--- src/rtl/rv32_pkg.sv ---
// Shared RV32I constants and the fetch-queue entry layout used by the fetch stage.
package rv32_pkg;

    localparam int XLEN = 32;
    localparam int ILEN = 32;

    localparam logic [ILEN-1:0] NOP = 32'h0000_0013;

    localparam logic [6:0] OPC_LUI      = 7'b0110111;
    localparam logic [6:0] OPC_AUIPC    = 7'b0010111;
    localparam logic [6:0] OPC_JAL      = 7'b1101111;
    localparam logic [6:0] OPC_JALR     = 7'b1100111;
    localparam logic [6:0] OPC_BRANCH   = 7'b1100011;
    localparam logic [6:0] OPC_LOAD     = 7'b0000011;
    localparam logic [6:0] OPC_STORE    = 7'b0100011;
    localparam logic [6:0] OPC_OP_IMM   = 7'b0010011;
    localparam logic [6:0] OPC_OP       = 7'b0110011;
    localparam logic [6:0] OPC_MISC_MEM = 7'b0001111;
    localparam logic [6:0] OPC_SYSTEM   = 7'b1110011;

    typedef struct packed {
        logic [XLEN-1:0] pc;
        logic [ILEN-1:0] instr;
    } fetch_entry_t;

    localparam int FETCH_ENTRY_W = $bits(fetch_entry_t);

    function automatic logic [XLEN-1:0] word_align(input logic [XLEN-1:0] addr);
        return {addr[XLEN-1:2], 2'b00};
    endfunction

endpackage

--- src/rtl/fetch_fifo.sv ---
// Prefetch queue: DEPTH-entry synchronous FIFO with show-ahead head, flush and occupancy count.
module fetch_fifo #(
    parameter int DEPTH = 4,
    parameter int W     = 64,
    localparam int AW   = $clog2(DEPTH),
    localparam int CW   = $clog2(DEPTH + 1)
) (
    input  logic          clk,
    input  logic          rst_n,
    input  logic          push,
    input  logic [W-1:0]  wr_data,
    input  logic          pop,
    output logic [W-1:0]  rd_data,
    input  logic          flush,
    output logic          full,
    output logic          empty,
    output logic [CW-1:0] count
);

    logic [W-1:0]  mem_q [DEPTH];
    logic [AW-1:0] wr_ptr_q;
    logic [AW-1:0] rd_ptr_q;
    logic [CW-1:0] count_q;

    // Storage carries no reset so it can map onto distributed/block RAM.
    always_ff @(posedge clk) begin
        if (push) begin
            mem_q[wr_ptr_q] <= wr_data;
        end
    end

    always_ff @(posedge clk or negedge rst_n) begin
        if (!rst_n) begin
            wr_ptr_q <= '0;
            rd_ptr_q <= '0;
            count_q  <= '0;
        end else if (flush) begin
            wr_ptr_q <= '0;
            rd_ptr_q <= '0;
            count_q  <= '0;
        end else begin
            if (push) begin
                wr_ptr_q <= wr_ptr_q + 1'b1;
            end
            if (pop) begin
                rd_ptr_q <= rd_ptr_q + 1'b1;
            end
            count_q <= count_q + CW'(push) - CW'(pop);
        end
    end

    assign rd_data = mem_q[rd_ptr_q];
    assign full    = (count_q == CW'(DEPTH));
    assign empty   = (count_q == '0);
    assign count   = count_q;

endmodule

--- src/rtl/fetch_unit.sv ---
// RV32I fetch stage: PC, credit-limited word fetch, in-order response queue, redirect flush.
// Define FETCH_BYPASS_EN to let a response reach decode in its arrival cycle when the queue is empty.
module fetch_unit
    import rv32_pkg::*;
#(
    parameter logic [XLEN-1:0] RESET_PC = 32'h0000_0000,
    parameter int              DEPTH    = 4
) (
    input  logic            clk,
    input  logic            rst_n,
    output logic            imem_req_valid,
    input  logic            imem_req_ready,
    output logic [XLEN-1:0] imem_req_addr,
    input  logic            imem_rsp_valid,
    input  logic [ILEN-1:0] imem_rsp_data,
    input  logic            redirect_valid,
    input  logic [XLEN-1:0] redirect_pc,
    output logic            dec_valid,
    input  logic            dec_ready,
    output logic [ILEN-1:0] dec_instr,
    output logic [XLEN-1:0] dec_pc,
    output logic [XLEN-1:0] dec_pc_plus4
);

    localparam int CW = $clog2(DEPTH + 1);

    logic [XLEN-1:0] fetch_pc_q, fetch_pc_d;
    logic [XLEN-1:0] rsp_pc_q, rsp_pc_d;
    logic [CW-1:0]   outstanding_q, outstanding_d;
    logic [CW-1:0]   discard_q, discard_d;
    logic            req_valid_q, req_valid_d;
    logic [XLEN-1:0] req_addr_q, req_addr_d;
    logic            req_stale_q, req_stale_d;

    logic            req_fire;
    logic            rsp_keep;
    logic            bypass;
    logic            fifo_push, fifo_pop, fifo_full, fifo_empty;
    logic [CW-1:0]   fifo_count, count_d;
    logic            credit_ok;
    fetch_entry_t    push_entry, head_entry, out_entry;

    assign req_fire   = req_valid_q & imem_req_ready;
    assign rsp_keep   = imem_rsp_valid & (discard_q == '0) & ~redirect_valid;
    assign push_entry = '{pc: rsp_pc_q, instr: imem_rsp_data};

`ifdef FETCH_BYPASS_EN
    assign bypass    = fifo_empty & rsp_keep;
    assign out_entry = fifo_empty ? push_entry : head_entry;
`else
    assign bypass    = 1'b0;
    assign out_entry = head_entry;
`endif

    assign dec_valid    = ~fifo_empty | bypass;
    assign fifo_pop     = ~fifo_empty & dec_ready;
    assign fifo_push    = rsp_keep & ~(bypass & dec_ready);
    assign dec_instr    = dec_valid ? out_entry.instr : '0;
    assign dec_pc       = dec_valid ? out_entry.pc : '0;
    assign dec_pc_plus4 = dec_valid ? out_entry.pc + 32'd4 : '0;

    fetch_fifo #(
        .DEPTH (DEPTH),
        .W     (FETCH_ENTRY_W)
    ) u_fifo (
        .clk     (clk),
        .rst_n   (rst_n),
        .push    (fifo_push),
        .wr_data (push_entry),
        .pop     (fifo_pop),
        .rd_data (head_entry),
        .flush   (redirect_valid),
        .full    (fifo_full),
        .empty   (fifo_empty),
        .count   (fifo_count)
    );

    // A stale request was issued before a redirect: it is already counted in discard,
    // so accepting it neither advances the PC nor adds an outstanding credit.
    always_comb begin
        fetch_pc_d    = fetch_pc_q;
        rsp_pc_d      = rsp_pc_q;
        outstanding_d = outstanding_q;
        discard_d     = discard_q;
        if (redirect_valid) begin
            fetch_pc_d    = word_align(redirect_pc);
            rsp_pc_d      = word_align(redirect_pc);
            outstanding_d = '0;
            discard_d     = discard_q + outstanding_q + CW'(req_valid_q & ~req_stale_q)
                          - CW'(imem_rsp_valid);
        end else begin
            if (req_fire && !req_stale_q) begin
                fetch_pc_d    = fetch_pc_q + 32'd4;
                outstanding_d = outstanding_q + 1'b1;
            end
            if (imem_rsp_valid) begin
                if (discard_q != '0) begin
                    discard_d = discard_q - 1'b1;
                end else begin
                    outstanding_d = outstanding_d - 1'b1;
                    rsp_pc_d      = rsp_pc_q + 32'd4;
                end
            end
        end
    end

    always_comb begin
        count_d   = redirect_valid ? '0 : fifo_count + CW'(fifo_push) - CW'(fifo_pop);
        credit_ok = ({1'b0, outstanding_d} + {1'b0, count_d}) < (CW + 1)'(DEPTH);
        if (req_valid_q && !imem_req_ready) begin
            req_valid_d = 1'b1;
            req_addr_d  = req_addr_q;
            req_stale_d = req_stale_q | redirect_valid;
        end else begin
            req_valid_d = credit_ok;
            req_addr_d  = fetch_pc_d;
            req_stale_d = 1'b0;
        end
    end

    always_ff @(posedge clk or negedge rst_n) begin
        if (!rst_n) begin
            fetch_pc_q    <= RESET_PC;
            rsp_pc_q      <= RESET_PC;
            outstanding_q <= '0;
            discard_q     <= '0;
            req_valid_q   <= 1'b0;
            req_addr_q    <= '0;
            req_stale_q   <= 1'b0;
        end else begin
            fetch_pc_q    <= fetch_pc_d;
            rsp_pc_q      <= rsp_pc_d;
            outstanding_q <= outstanding_d;
            discard_q     <= discard_d;
            req_valid_q   <= req_valid_d;
            req_addr_q    <= req_addr_d;
            req_stale_q   <= req_stale_d;
        end
    end

    assign imem_req_valid = req_valid_q;
    assign imem_req_addr  = req_addr_q;

    a_no_overflow: assert property (@(posedge clk) disable iff (!rst_n)
        !(fifo_push && fifo_full && !fifo_pop));

endmodule

--- config.mk ---
export PLATFORM = sky130hd
export DESIGN_NAME = fetch_unit
export DESIGN_NICKNAME = d
export VERILOG_FILES = /design/src/rtl/rv32_pkg.sv /design/src/rtl/fetch_fifo.sv /design/src/rtl/fetch_unit.sv
export SDC_FILE = /design/constraint.sdc
export NUM_CORES = 1
export LEC_CHECK = 0
export CAP_MARGIN = 40
export CORE_UTILIZATION = 40
export DETAILED_ROUTE_END_ITERATION = 8
export PLACE_DENSITY = 0.69
export SLEW_MARGIN = 20
export SYNTH_ARGS = -nofsm -noshare
export SYNTH_HDL_FRONTEND = slang
export SYNTH_SLANG_ARGS = --single-unit
--- constraint.sdc ---
create_clock -name clk -period 3.9 [get_ports clk]
set_clock_uncertainty 0.15 [all_clocks]
set_input_delay 0.78 -clock clk [delete_from_list [all_inputs] [get_ports clk]]
set_output_delay 0.78 -clock clk [all_outputs]
set_load 0.05 [all_outputs]
==> results of run 1 <==
placed cells by master (no fill, tap or decap), types with 6 or more instances in the layout:
master	instances
nand4_1	19
a21oi_2	7
clkbuf_1	6
or4_4	8
xnor2_1	41
dfrtp_1	107
nand2_1	69
o21ai_0	33
and4_1	7
nor4_1	21
a21oi_1	46
or3_1	19
bufinv_16	7
a31oi_1	11
buf_12	32
or3_4	6
and3_1	10
nand3_1	28
ha_1	16
and2_1	64
buf_4	117
clkbuf_16	42
nor2b_1	8
edfxtp_1	248
nor2_1	74
mux2_2	17
mux4_2	59
nor3_1	10
a21oi_4	6
o31ai_1	13
clkdlybuf4s50_1	103
inv_1	25
xor2_1	19
logic make-up (layout without fill, tap and decap cells):
logic type                 count (synthesis)  count (layout)  synth area share
buffers and inverters                     86             357           0.02564
DFF                                      357             357            0.6415
adders and majority gates                 20              20           0.01720
and+or+nand+nor                          374             375            0.1281
xor gates and xnor gates                  61              61           0.03455
AOI/OAI and AO/OA                        133             133           0.04789
other                                      1               4         0.0002364
muxes                                     82              82            0.1048
where the power goes:
group          switching (uW)  internal (uW)  total (uW)
sequential                247           4370        4610
clock                    1480           2430        3910
combinational            4370           2640        7020
stage by stage:
stage               worst slack (ns)  total power, uW  hold WS, ns  setup TNS [ns]
floorplan                 -0.0006550             8959       0.3290      -0.0006550
global placement             0.09412            11350       0.3121               0
detailed placement           0.09387            11410       0.3093               0
CTS                          -0.2794            15610       0.1978          -3.245
global route                 -0.3182            16170       0.3594          -4.196
finish                       -0.2698            15540       0.3271          -2.842
cell type report:
cell class | count | share of cell area
flip-flops and latches | 357 | 0.4959
inverters | 27 | 0.004936
multi-input cells | 675 | 0.2684
repair buffers | 262 | 0.1324
well taps | 518 | 0.03157
clock buffers | 48 | 0.05229
clock inverters | 20 | 0.01444
worst paths after layout:
kind / start / endpoint / slack [ns] / cells after the start
worst min register to register: imem_req_addr[3] / imem_req_addr[3] / 0.33 / 2
worst max-delay path: u_fifo.rd_ptr_q[0] / dec_pc_plus4[30] / -0.27 / 7
worst max register to register: u_fifo.count[2] / imem_req_valid / 0.64 / 12
max in group asynchronous: rst_n / u_fifo.rd_ptr_q[0] / 2.30 / 4
worst min-delay path: imem_req_addr[3] / imem_req_addr[3] / 0.33 / 2
min in group asynchronous: rst_n / imem_req_addr[8] / 0.45 / 2
registers in the layout, indices dropped and copies added (netlist names), 2 cells and up:
signal,flops
u_fifo.count,3
rsp_pc_q,30
imem_req_addr,32
u_fifo.rd_ptr_q,2
outstanding_q,3
fetch_pc_q,32
discard_q,3
u_fifo.wr_ptr_q,2
u_fifo.mem_q,248
layer usage:
layer,global-route usage,share of wire,vias up
li1,-,-,4688
met1,0.2799,0.47,5256
met2,0.2981,0.46,340
met3,0.03045,0.061,46
met4,0.03980,0.016,0
met5,0,0,-
critical path, delay by kind of cell, from the launching register on:
kind,cells,cell delay (ns)
simple gates,3,1.28
flops,1,0.52
compound gates,1,0.17
mux,1,0.42
buf+inv,2,0.32
what timing repair did:
item                       4_1_cts  5_1_grt
setup endpoints to repair       17       20
pin swaps                       21       12
gates resized for setup         40       20
buffers inserted                20        2
hold endpoints to repair         0        3
hold buffers                     0        1
gates cloned                     2        0
==> impl_results.md, run 1 <==
* Cell chain of the critical path: buf_8 > mux4_2 > nand4_4 > or4_4 > or4_4 > a21oi_4 > buf_12
* Dominant synthesized flop cell: edfxtp_1
* Clk Latency, worst-skew pair at 0.53 ns
* Status: finished with violations
* Register Area at 10180 sq um
* Multi-input logic area at 5512 sq um
* Synth top cells by count: 248 x edfxtp_1, 109 x dfrtp_1, 74 x nor2_1
* Area grow syn2layout at 29.46%
* Critical Path Fanout Max at 6
* Core area at 38920 sq um
* P_leak at 0.007257 uW
* Final WS setup at -0.2698 ns
* Max Fclk at 239.8 MHz
* Number of fill cells at 3237
* Port bufs at 193
* Layout cells sized above 1 at 0.2484
* Final Instance Count excl. Fillers at 1907
* Routed Wire Length at 38.68 mm
* Routability cong. at 0.8583
* CP Data Arrival Time at 3.24 ns
* DIE WIDTH at 201.1 um
* Vias in the first global route at 10330
* CP startpoint kind: flop
* Clock Tree Buf Depth at 3
* Critical setup path kind: flop to primary output
* DR vias/cell at 5.417
* DRT iter0 DRCs at 601
* Final core utilization at 0.5276
* Pin count of the biggest net entering global routing at 63
* 1st-pass router iterations at 6
* Most frequent cell on the critical path: or4_4
* Clock root buffer: clkbuf_16
* Initial Util at 0.4075
* Top-count cell post-synth: edfxtp_1
* Critical path's largest stage delay at 0.58 ns
* Tcrit/Tclk final at 1.069
* Sequential area share after synthesis at 0.6415
* Flops & latches, synth at 357
* Fin area at 20530 sq um
* Total GRT Usage at 0.1901
* Yosys top cell by area: edfxtp_1
* Max-Cap Viols at 0
* Setup-failing EPs final at 16
* Synth top area cells: edfxtp_1 47%, dfrtp_1 17%, mux4_2 7.1%
* Final layout net count at 1452
* HPWL Detailed at 24.50 mm
* Unrepaired setup endpoints after global routing: yes
* Max Slew Vio Count at 0
* Initial antenna violation count at 0
* CTS buffer count at 39
* Worst Path Required at 2.97 ns
* First-pass GRT wire length at 59.72 mm
* Diode count at 0
* Die area at 40450 sq um
* Post-Place Cells at 1813
* DRC errors left at 0
* Failing checks: setup timing
* DRT antenna net count at 0
* Number of cell rows at 72
* Post-synth ARST share at 0.3053
* Critical Path End Type: primary output
* Hold Violations, Final at 0
* Pwr/cell area at 757.1 nW/um^2
* CTS clk-pin slew, worst paths at 0.06 ns
* Yosys warning total at 0
* Post-synth cell types at 54
* WL per Instance at 20.28 um
* Slowest cell on crit path: or4_4
* Die height at 201.1 um
* Top cell type's share of synthesized area at 0.4695
* Via count at 10330
* I/O pins at 200
* Total clock sinks at 357
* Post-synth EDFFs at 248
* Relative slew slack at 0.5747
* Syn Area/Cell at 14.24 sq um
* CTS tree: yes
* Hold Path Class: flop to flop
* Synthesized instance count at 1114
* Worst vdd ir at 468.2 uV
* Actual slew at the worst max-slew pin at 0.6331 ns
* Crit path time final at 4.170 ns
* Grt ovf at 0
* H-Tree Depth at 2
* Mapped cell area at 15860 sq um
* Post-place instance area at 18700 sq um
No activity file was read; power rests on OpenSTA's default activity.
==> run 2, diff against run 1 <==
--- a/config.mk
+++ b/config.mk
@@ -8,7 +8,7 @@
 export CAP_MARGIN = 40
 export CORE_UTILIZATION = 40
 export DETAILED_ROUTE_END_ITERATION = 8
-export PLACE_DENSITY = 0.69
+export PLACE_DENSITY = 0.67
 export SLEW_MARGIN = 20
 export SYNTH_ARGS = -nofsm -noshare
 export SYNTH_HDL_FRONTEND = slang
==> impl_results.md, run 2 (synthesized netlist as in run 1, its figures left out) <==
* Status: finished with violations
* Failing checks: setup timing
* Pin count of the biggest net entering global routing at 61 (-3.2%)
* Via count at 10260 (-0.65%)
* Die height at 201.1 um (unchanged)
* P_leak at 0.007294 uW (+0.51%)
* Post-place instance area at 18850 sq um (+0.79%)
* Setup TNS at -2.894 ns (-0.05146 ns)
* Biggest register: u_fifo.mem_q
* Top delay family on crit path: simple AND/OR/NAND/NOR gates
* H-Tree Depth at 2 (unchanged)
* Hold Violations, Final at 0 (unchanged)
* Final WS setup at -0.2597 ns (+0.01015 ns)
* Clk Latency, worst-skew pair at 0.54 ns (about the same)
* Worst Path Required at 2.97 ns (about the same)
* CP Data Arrival Time at 3.23 ns (about the same)
* Max Slew Vio Count at 0 (unchanged)
* Final layout net count at 1459 (+0.48%)
* Met1 usage in global routing at 0.2755 (-0.004441)
* Number of fill cells at 3220 (-0.53%)
* CP startpoint kind: flop
* First-pass GRT wire length at 59.38 mm (-0.57%)
* Total GRT Usage at 0.1885 (-0.001639)
* Vias in the first global route at 10410 (+0.74%)
* Routed Wire Length at 37.93 mm (-1.9%)
* Crit path time final at 4.160 ns (-0.01015 ns)
* Unrepaired setup endpoints after global routing: yes
* WP buf/inv at 3 (+1)
* WL per Instance at 19.77 um (-2.5%)
* Clock root buffer: clkbuf_16
* Max Fclk at 240.4 MHz (+0.24%)
* Tcrit/Tclk final at 1.067 (-0.002603)
* Critical path's largest stage delay at 0.63 ns (+0.05 ns)
* Critical setup path kind: flop to primary output
* CTS clk-pin slew, worst paths at 0.06 ns (about the same)
* Pwr/cell area at 749.7 nW/um^2 (-0.97%)
* Max-Cap Viols at 0 (unchanged)
* Routability cong. at 0.8358 (-2.6%)
* Die area at 40450 sq um (unchanged)
* Core area at 38920 sq um (unchanged)
* HPWL Detailed at 25.01 mm (+2.1%)
* Busiest grt layer: met2
* Met2 Use GR at 0.2930 (-0.005067)
* Total clock sinks at 357 (unchanged)
* Initial antenna violation count at 1 (+1)
* DRT iter0 DRCs at 655 (+9.0%)
* Hold Path Class: input pin to async pin
* Final core utilization at 0.5284 (+0.0007710)
* Area grow syn2layout at 29.65%
* Worst vdd ir at 444.3 uV (-5.1%)
* Met3 GRT Util at 0.02851 (-0.001944)
* Most frequent cells in the layout: 248 x edfxtp_1, 115 x clkdlybuf4s50_1, 107 x dfrtp_1, 101 x buf_4, 74 x nor2_1
* Initial Util at 0.4075 (unchanged)
* Slowest cell on crit path: or4_4
* Critical Path End Type: primary output
* Clock Tree Buf Depth at 3 (unchanged)
* Most common cell after layout, fill and taps aside: edfxtp_1
* Layout cells sized above 1 at 0.2380 (-0.01035)
* 1st-pass router iterations at 9 (+3)
* Multi-input logic area at 5484 sq um (-0.50%)
* Critical Path Fanout Max at 7 (+1)
* DIE WIDTH at 201.1 um (unchanged)
* DR vias/cell at 5.351 (-1.2%)
* Grt ovf at 0 (unchanged)
* CTS buffer count at 38 (-2.6%)
* Setup-failing EPs final at 17 (+1)
* Fin area at 20560 sq um (+0.15%)
* Relative slew slack at 0.5229 (-0.05180)
* Number of flip-flops in the largest register at 248 (unchanged)
* Port bufs at 193 (unchanged)
* DRC errors left at 0 (unchanged)
* DRT antenna net count at 0 (unchanged)
* Register Area at 10180 sq um (about the same)
* Actual slew at the worst max-slew pin at 0.7102 ns (+0.07710 ns)
* CTS tree: yes
* Cell chain of the critical path: buf_8 > mux4_2 > nand4_4 > or4_4 > or3_4 > a21oi_2 > buf_4 > buf_12
* I/O pins at 200 (unchanged)
* Number of cell rows at 72 (unchanged)
==> run 2: cell count changes in the layout (fill, tap and decap cells not counted), moves of 4 or more <==
cell / previous run / this run
buf_4: 117 / 101
buf_12: 32 / 38
clkdlybuf4s50_1: 103 / 115
or3_1: 19 / 23
or3_4: 6 / 2
dlygate4sd2_1: 0 / 5
==> run 2: metrics by stage <==
step / cells / setup slack [ns] / hold WS (ns) / power (uW)
2_1_floorplan: 1117 / -0.0006550 / 0.3290 / 8959
3_3_place_gp: 1821 / 0.1142 / 0.3136 / 11450
3_5_place_dp: 1821 / 0.1010 / 0.3155 / 11520
4_1_cts: 1907 / -0.2735 / 0.006558 / 15440
5_1_grt: 1917 / -0.3325 / 0.02608 / 16040
6_report: 1918 / -0.2597 / 0.01182 / 15420
==> run 2: path summary, 6_finish.rpt <==
path | start | to | slack, ns | cells after the start
max in group asynchronous | rst_n | rsp_pc_q[14] | 2.88 | 2
max | u_fifo.rd_ptr_q[0] | dec_pc_plus4[19] | -0.26 | 8
max reg2reg | u_fifo.count[1] | imem_req_valid | 0.73 | 12
min reg2reg | imem_req_addr[1] | imem_req_addr[1] | 0.34 | 2
min | rst_n | imem_req_addr[7] | 0.01 | 1
min in group clk | imem_req_addr[1] | imem_req_addr[1] | 0.34 | 2
==> run 2: power breakdown <==
part | switching [uW] | internal (uW) | leakage (uW)
Sequential | 249 | 4370 | 0.00349
Combinational | 4360 | 2710 | 0.00316
Clock | 1480 | 2240 | 0.000643
==> run 2: layout make-up <==
cell class | instances | area share
Antenna cell | 1 | 0.0001217
Sequential cell | 357 | 0.4951
Clock inverter | 21 | 0.01253
Clock buffer | 49 | 0.05075
Timing Repair Buffer | 270 | 0.1384
Inverter | 27 | 0.004929
Tap cell | 518 | 0.03152
Multi-Input combinational cell | 675 | 0.2667
==> run 2: timing repair <==
| action | 4_1_cts | 5_1_grt |
|---|---|---|
| gates cloned | 1 | 0 |
| hold buffers | 0 | 0 |
| resized for setup | 43 | 28 |
| pin swaps | 19 | 7 |
| setup buffers | 15 | 10 |
| endpoints found under the setup margin | 28 | 22 |
==> run 2: metal layers <==
metal	routed length (um)	vias up
met3	2221	50
li1	-	4710
met1	17630	5200
met5	0	-
met2	17310	303
met4	769	0
==> run 3, diff against run 2 <==
--- a/config.mk
+++ b/config.mk
@@ -5,7 +5,6 @@
 export SDC_FILE = /design/constraint.sdc
 export NUM_CORES = 1
 export LEC_CHECK = 0
-export CAP_MARGIN = 40
 export CORE_UTILIZATION = 40
 export DETAILED_ROUTE_END_ITERATION = 8
 export PLACE_DENSITY = 0.67
==> results of run 3 <==
Same layout as run 2: the final DEF is identical, and so are final timing and power.
